--- src/rtl/instr_fetch_unit_if.sv ---
// Fetch unit bus: imem req/ack port plus the issue side to the decoder.
// master = fetch unit, slave = instruction memory / decode / ALU side.
interface instr_fetch_unit_if #(
  parameter int PC_W = 64
);
  logic            imem_req;
  logic [PC_W-1:0] imem_addr;
  logic            imem_ack;
  logic [31:0]     imem_rdata;
  logic [31:0]     instr;
  logic [10:0]     opcode;
  logic            instr_valid;
  logic            instr_ready;
  logic [PC_W-1:0] pc;
  logic            branch;
  logic            uncond_branch;
  logic            zero;
  logic [PC_W-1:0] branch_offset;

  modport master (
    output imem_req, imem_addr, instr, opcode, instr_valid, pc,
    input  imem_ack, imem_rdata, instr_ready,
    input  branch, uncond_branch, zero, branch_offset
  );

  modport slave (
    input  imem_req, imem_addr, instr, opcode, instr_valid, pc,
    output imem_ack, imem_rdata, instr_ready,
    output branch, uncond_branch, zero, branch_offset
  );
endinterface

--- src/rtl/instr_fetch_unit.sv ---
// Instruction fetch front end: PC, one-at-a-time imem fetch, next-PC select.
// Optional FETCH_PERF_CNT_EN adds a saturating fetch-stall counter port.
module instr_fetch_unit #(
  parameter int              PC_W     = 64,
  parameter logic [PC_W-1:0] RESET_PC = '0
) (
  input  logic                 CLK,
  input  logic                 resetl,
`ifdef FETCH_PERF_CNT_EN
  output logic [31:0]          stall_cnt,
`endif
  instr_fetch_unit_if.master   bus
);

  typedef enum logic [1:0] {
    IDLE,
    FETCH,
    ISSUE
  } state_t;

  state_t          state_q;
  state_t          state_d;
  logic [PC_W-1:0] pc_q;
  logic [PC_W-1:0] next_pc;
  logic [31:0]     instr_q;
  logic            req;
  logic            valid;
  logic            take;
  logic            fire;
  logic            retire;

  always_ff @(posedge CLK or negedge resetl) begin
    if (!resetl) begin
      state_q <= IDLE;
    end else begin
      state_q <= state_d;
    end
  end

  // Outputs decode straight from state so reset drops them at once
  always_comb begin
    state_d = state_q;
    req     = 1'b0;
    valid   = 1'b0;
    unique case (state_q)
      IDLE: begin
        state_d = FETCH;
      end
      FETCH: begin
        req = 1'b1;
        if (bus.imem_ack) state_d = ISSUE;
      end
      ISSUE: begin
        valid = 1'b1;
        if (bus.instr_ready) state_d = FETCH;
      end
      default: begin
        state_d = IDLE;
      end
    endcase
  end

  assign fire   = req & bus.imem_ack;
  assign retire = valid & bus.instr_ready;
  assign take   = bus.uncond_branch
                | (bus.branch & bus.zero);

  always_comb begin
    next_pc = pc_q + PC_W'(4);
    unique case (1'b1)
      take:    next_pc = pc_q
                       + (bus.branch_offset << 2);
      default: next_pc = pc_q + PC_W'(4);
    endcase
  end

  always_ff @(posedge CLK or negedge resetl) begin
    if (!resetl) begin
      pc_q    <= RESET_PC;
      instr_q <= 32'h0;
    end else begin
      if (fire)   instr_q <= bus.imem_rdata;
      if (retire) pc_q    <= next_pc;
    end
  end

`ifdef FETCH_PERF_CNT_EN
  always_ff @(posedge CLK or negedge resetl) begin
    if (!resetl) begin
      stall_cnt <= 32'h0;
    end else if (req && !bus.imem_ack
                 && stall_cnt != 32'hFFFF_FFFF) begin
      stall_cnt <= stall_cnt + 32'd1;
    end
  end
`endif

  assign bus.imem_req    = req;
  assign bus.imem_addr   = pc_q;
  assign bus.instr       = instr_q;
  assign bus.opcode      = instr_q[31:21];
  assign bus.instr_valid = valid;
  assign bus.pc          = pc_q;

endmodule

--- src/flat_wrapper.sv ---
// flat-port wrapper written by rule: the top's interface ports become plain ports
module instr_fetch_unit_flat 
#(
  parameter int              PC_W     = 64,
  parameter logic [PC_W-1:0] RESET_PC = '0
)
  (CLK, resetl, bus_imem_req, bus_imem_addr, bus_instr, bus_opcode, bus_instr_valid, bus_pc, bus_imem_ack, bus_imem_rdata, bus_instr_ready, bus_branch, bus_uncond_branch, bus_zero, bus_branch_offset);
  instr_fetch_unit_if #(.PC_W(PC_W)) bus_i ();
  input  logic CLK;
  input  logic resetl;
  output wire logic [$bits(bus_i.imem_req)-1:0] bus_imem_req;
  output wire logic [$bits(bus_i.imem_addr)-1:0] bus_imem_addr;
  output wire logic [$bits(bus_i.instr)-1:0] bus_instr;
  output wire logic [$bits(bus_i.opcode)-1:0] bus_opcode;
  output wire logic [$bits(bus_i.instr_valid)-1:0] bus_instr_valid;
  output wire logic [$bits(bus_i.pc)-1:0] bus_pc;
  input wire logic [$bits(bus_i.imem_ack)-1:0] bus_imem_ack;
  input wire logic [$bits(bus_i.imem_rdata)-1:0] bus_imem_rdata;
  input wire logic [$bits(bus_i.instr_ready)-1:0] bus_instr_ready;
  input wire logic [$bits(bus_i.branch)-1:0] bus_branch;
  input wire logic [$bits(bus_i.uncond_branch)-1:0] bus_uncond_branch;
  input wire logic [$bits(bus_i.zero)-1:0] bus_zero;
  input wire logic [$bits(bus_i.branch_offset)-1:0] bus_branch_offset;
  assign bus_imem_req = bus_i.imem_req;
  assign bus_imem_addr = bus_i.imem_addr;
  assign bus_instr = bus_i.instr;
  assign bus_opcode = bus_i.opcode;
  assign bus_instr_valid = bus_i.instr_valid;
  assign bus_pc = bus_i.pc;
  assign bus_i.imem_ack = bus_imem_ack;
  assign bus_i.imem_rdata = bus_imem_rdata;
  assign bus_i.instr_ready = bus_instr_ready;
  assign bus_i.branch = bus_branch;
  assign bus_i.uncond_branch = bus_uncond_branch;
  assign bus_i.zero = bus_zero;
  assign bus_i.branch_offset = bus_branch_offset;
  instr_fetch_unit #(.PC_W(PC_W), .RESET_PC(RESET_PC)) u_core (.CLK(CLK), .resetl(resetl), .bus(bus_i));
endmodule
--- config.mk ---
export PLATFORM = sky130hd
export DESIGN_NAME = instr_fetch_unit_flat
export DESIGN_NICKNAME = d
export VERILOG_FILES = /design/src/rtl/instr_fetch_unit_if.sv /design/src/rtl/instr_fetch_unit.sv /design/src/flat_wrapper.sv
export SDC_FILE = /design/constraint.sdc
export NUM_CORES = 1
export LEC_CHECK = 0
export CAP_MARGIN = 20
export CORE_UTILIZATION = 47
export DETAILED_ROUTE_END_ITERATION = 16
export PLACE_DENSITY = 0.91
export SYNTH_ARGS = -nofsm -noshare
export SYNTH_HDL_FRONTEND = slang
export SYNTH_SLANG_ARGS = --single-unit
--- constraint.sdc ---
create_clock -name CLK -period 3.98 [get_ports CLK]
set_clock_uncertainty 0.2 [all_clocks]
set_input_delay 0.796 -clock CLK [delete_from_list [all_inputs] [get_ports CLK]]
set_output_delay 0.796 -clock CLK [all_outputs]
set_load 0.02 [all_outputs]
==> results.toml, run 1 <==
[setup_path]
crit_slowest_cell = "a2111oi_0"
cp_top_family = "compound AO/OA/AOI/OAI gates"
crit_path_max_incr_delay_ns = 0.38
cp_max_fo = 11
ff2ff_path_depth = 11
crit_path_cell_trace = "dlymetal6s2s_1 > a21oi_4 > buf_6 > buf_12 > buf_12 > nor2b_1 > ha_1 > buf_4 > buf_4 > nand2_1 > o21ai_1 > a2111oi_0 > o2bb2ai_1 > o31ai_1 > nor2_2 > o21ai_0 > xnor2_1 > o21ai_0"
crit_type = "in -> reg"
cp-end-kind = "register"
worstPathArrival_ns = 3.87
crit_cells = 18
cp.required_ns = 4.01
startpoint_type = "input port"
path_buf_inv = 6

[placed_design]
dp_slack_ns = -0.678
globalplace.congestion = 0.958
portBuffers = 269
placed_cells = 1559
dp_hpwl_mm = 21.4

[power_and_ir_drop]
combPwrFrac = 0.714
power.density_nw_per_um2 = 767
irDropWorstVdd_mv = 0.422
cellLeakagePower_nw = 5.69
p_sw_frac = 0.449
power_frac_clock = 0.091
p_seq_frac = 0.196
p_total_mw = 9.70
internal_power_mw = 5.34
switchingPower_mw = 4.35

[worst_hold_path]
hp-class = "in -> async"

[drt]
detail_route.wl_per_cell_um = 17.4
wl_mm = 27.5
drtPass1Iterations = 5
vias = 8810
drcViolationCount = 0
viasPerCell = 5.56
antenna_left = 0
drtIter0Drc = 638

[sta]
worstMarginPinSlew_ns = 0.746
hold_viol = 0
timing.hold.ws_ns = 0.222
drv_slew = 0
setup_viol = 0
setup_slack_ns = 0.143
setup_tns_ns = 0
min_period_ns = 3.84
max_slew_margin = 0.503
fin_crit_sh = 0.964
fmax_mhz = 261

[final_layout]
fin_cells = 1585
mostFrequentLayoutCells = "265 x clkdlybuf4s50_1, 220 x buf_4, 117 x nand2_1"
syn_to_final_growth_pct = 54.7
final_nets = 1526
antenna_cells = 0
nFillCells = 1156
drive_gt1_frac = 0.237
mostFrequentLayoutCell = "clkdlybuf4s50_1"
multi_input_area_um2 = 5150
regArea_um2 = 2400

[floorplanning]
num_io_pins = 276
start_util = 0.488
coreArea_um2 = 16800
rows = 47
die_h_um = 134
die-area_um2 = 17900
die_x_um = 134

[clocking]
clk_pin_slew_ns = 0.07
clk_latency_ns = 0.35
h-tree-depth = 3
cts_tree = "done"
cts_buffers = 9
clockBufferDepth = 2
cts.sinks = 96
clockRootBuffer = "clkbuf_16"

[yosys]
yosysWarnings = 0
synth_seq_cells = 96
synth_edf_count = 0
synth_top_area_frac = 0.294
syn-cell-area_um2 = 8170
ys_types = 63
synthTopCellsByArea = "dfrtp_1 29%, ha_1 9.3%, buf_4 7.2%"
syn_avg_cell_area_um2 = 8.35
yosysTopAreaCell = "dfrtp_1"
synth_cells = 979
synth-main-ff-cell = "dfrtp_1"
async_flop_share = 1.00
synth-seq-area-share = 0.294

[global_routing]
grt-ovfl-total = 0
antenna_found_initial = 0
grt_pass1_wl_mm = 42.5
grt_max_degree = 64
first_global_vias = 8726
grt_util_all_layers = 0.298

[flow_run]
cap_violations = 0

[run_status]
status = "finished, final reports clean"
==> per-stage QoR <==
step | util | cell area (um^2)
detailed placement | 0.718 | 12000
global placement | 0.718 | 12000
finish | 0.754 | 12600
floorplan | - | 8190
CTS | 0.744 | 12500
global route | 0.754 | 12600
==> synthesized netlist by cell type, types with 5 or more instances <==
| master | instances |
|---|---|
| nor3_1 | 7 |
| clkbuf_1 | 33 |
| nand4_1 | 31 |
| xnor2_1 | 29 |
| or2_2 | 5 |
| nand2_1 | 119 |
| nand2b_1 | 6 |
| a21o_1 | 28 |
| mux2_2 | 33 |
| buf_2 | 12 |
| a211oi_1 | 7 |
| o21ai_1 | 8 |
| a31oi_1 | 14 |
| nand3_1 | 13 |
| dfrtp_1 | 96 |
| a21oi_1 | 72 |
| buf_4 | 78 |
| nor2_1 | 37 |
| o21bai_1 | 13 |
| inv_1 | 17 |
| nor2b_1 | 66 |
| and2_1 | 5 |
| o21a_1 | 14 |
| o21ai_0 | 82 |
| xor2_1 | 25 |
| o31ai_1 | 13 |
| ha_1 | 61 |
| or4_1 | 5 |
==> cell families after synthesis <==
logic type      after synthesis  synth area share
compound gates              278             0.211
xor+xnor                     54            0.0579
fa+ha+maj                    62            0.0958
buf+inv                     144             0.104
flops                        96             0.294
mux                          33            0.0455
other cells                   1          0.000459
simple gates                311             0.191
==> path summary, 6_finish.rpt <==
path | start | end | slack [ns]
setup / recovery | bus_zero | u_core.bus.imem_addr[54] | 0.14
setup reg to reg | u_core.bus.imem_addr[23] | u_core.bus.imem_addr[60] | 0.76
max in group asynchronous | resetl | u_core.bus.instr[25] | 2.50
min in group CLK | u_core.bus.instr[11] | u_core.bus.instr[11] | 0.31
hold / removal | resetl | u_core.bus.imem_addr[58] | 0.22
hold reg to reg | u_core.bus.instr[11] | u_core.bus.instr[11] | 0.31
==> area by class of cell <==
class / count / area share
Inverter: 17 / 0.00505
Multi-Input combinational cell: 742 / 0.407
Timing Repair Buffer: 495 / 0.353
Clock buffer: 10 / 0.0181
Sequential cell: 96 / 0.190
Clock inverter: 5 / 0.00455
Tap cell: 220 / 0.0218
==> layer usage <==
layer  part of all wire  GRT usage  routed length (um)  vias up
li1                   -          -                   -     4154
met1               0.39      0.350               10700     4186
met2               0.51      0.548               14000      411
met3              0.075     0.0499                2080       59
met4              0.026     0.0960                 724        0
met5                  0          0                   0        -
==> power groups by stage <==
stage               Combinational (mW)  Clock [mW]  Sequential, mW
floorplan                         3.28           0            2.33
global placement                  6.45           0            1.87
detailed placement                6.63           0            1.90
CTS                               6.75       0.886            1.89
global route                      7.39       0.929            1.96
finish                            6.92       0.880            1.90
==> timing repair <==
action,in CTS,in global routing
cloned,1,1
pin swaps,7,23
setup endpoints to repair,19,37
hold buffers,0,0
gates resized for setup,26,32
setup buffers,1,8
endpoints found under the hold margin,0,0
==> sequential cells by signal, indices dropped and copies added (netlist names) <==
register	count
u_core.bus.imem_addr	62
u_core.bus.instr	32
u_core.state_q	2
==> worst reg2reg max path: stages (launching register included) <==
cell	delay [ns]
dfrtp_1	0.52
ha_1	0.41
a21oi_1	0.22
o21a_1	0.18
nor2_1	0.06
o41a_1	0.44
a2111oi_4	0.38
o21ai_1	0.10
buf_4	0.16
a21oi_2	0.13
xor2_1	0.22
o21ai_1	0.09
No activity file was read; power rests on OpenSTA's default activity.
==> run 2, diff against run 1 <==
- SLEW_MARGIN: unset -> 0
==> results of run 2 <==
Same layout as run 1: the final DEF is identical, and so are final timing and power.
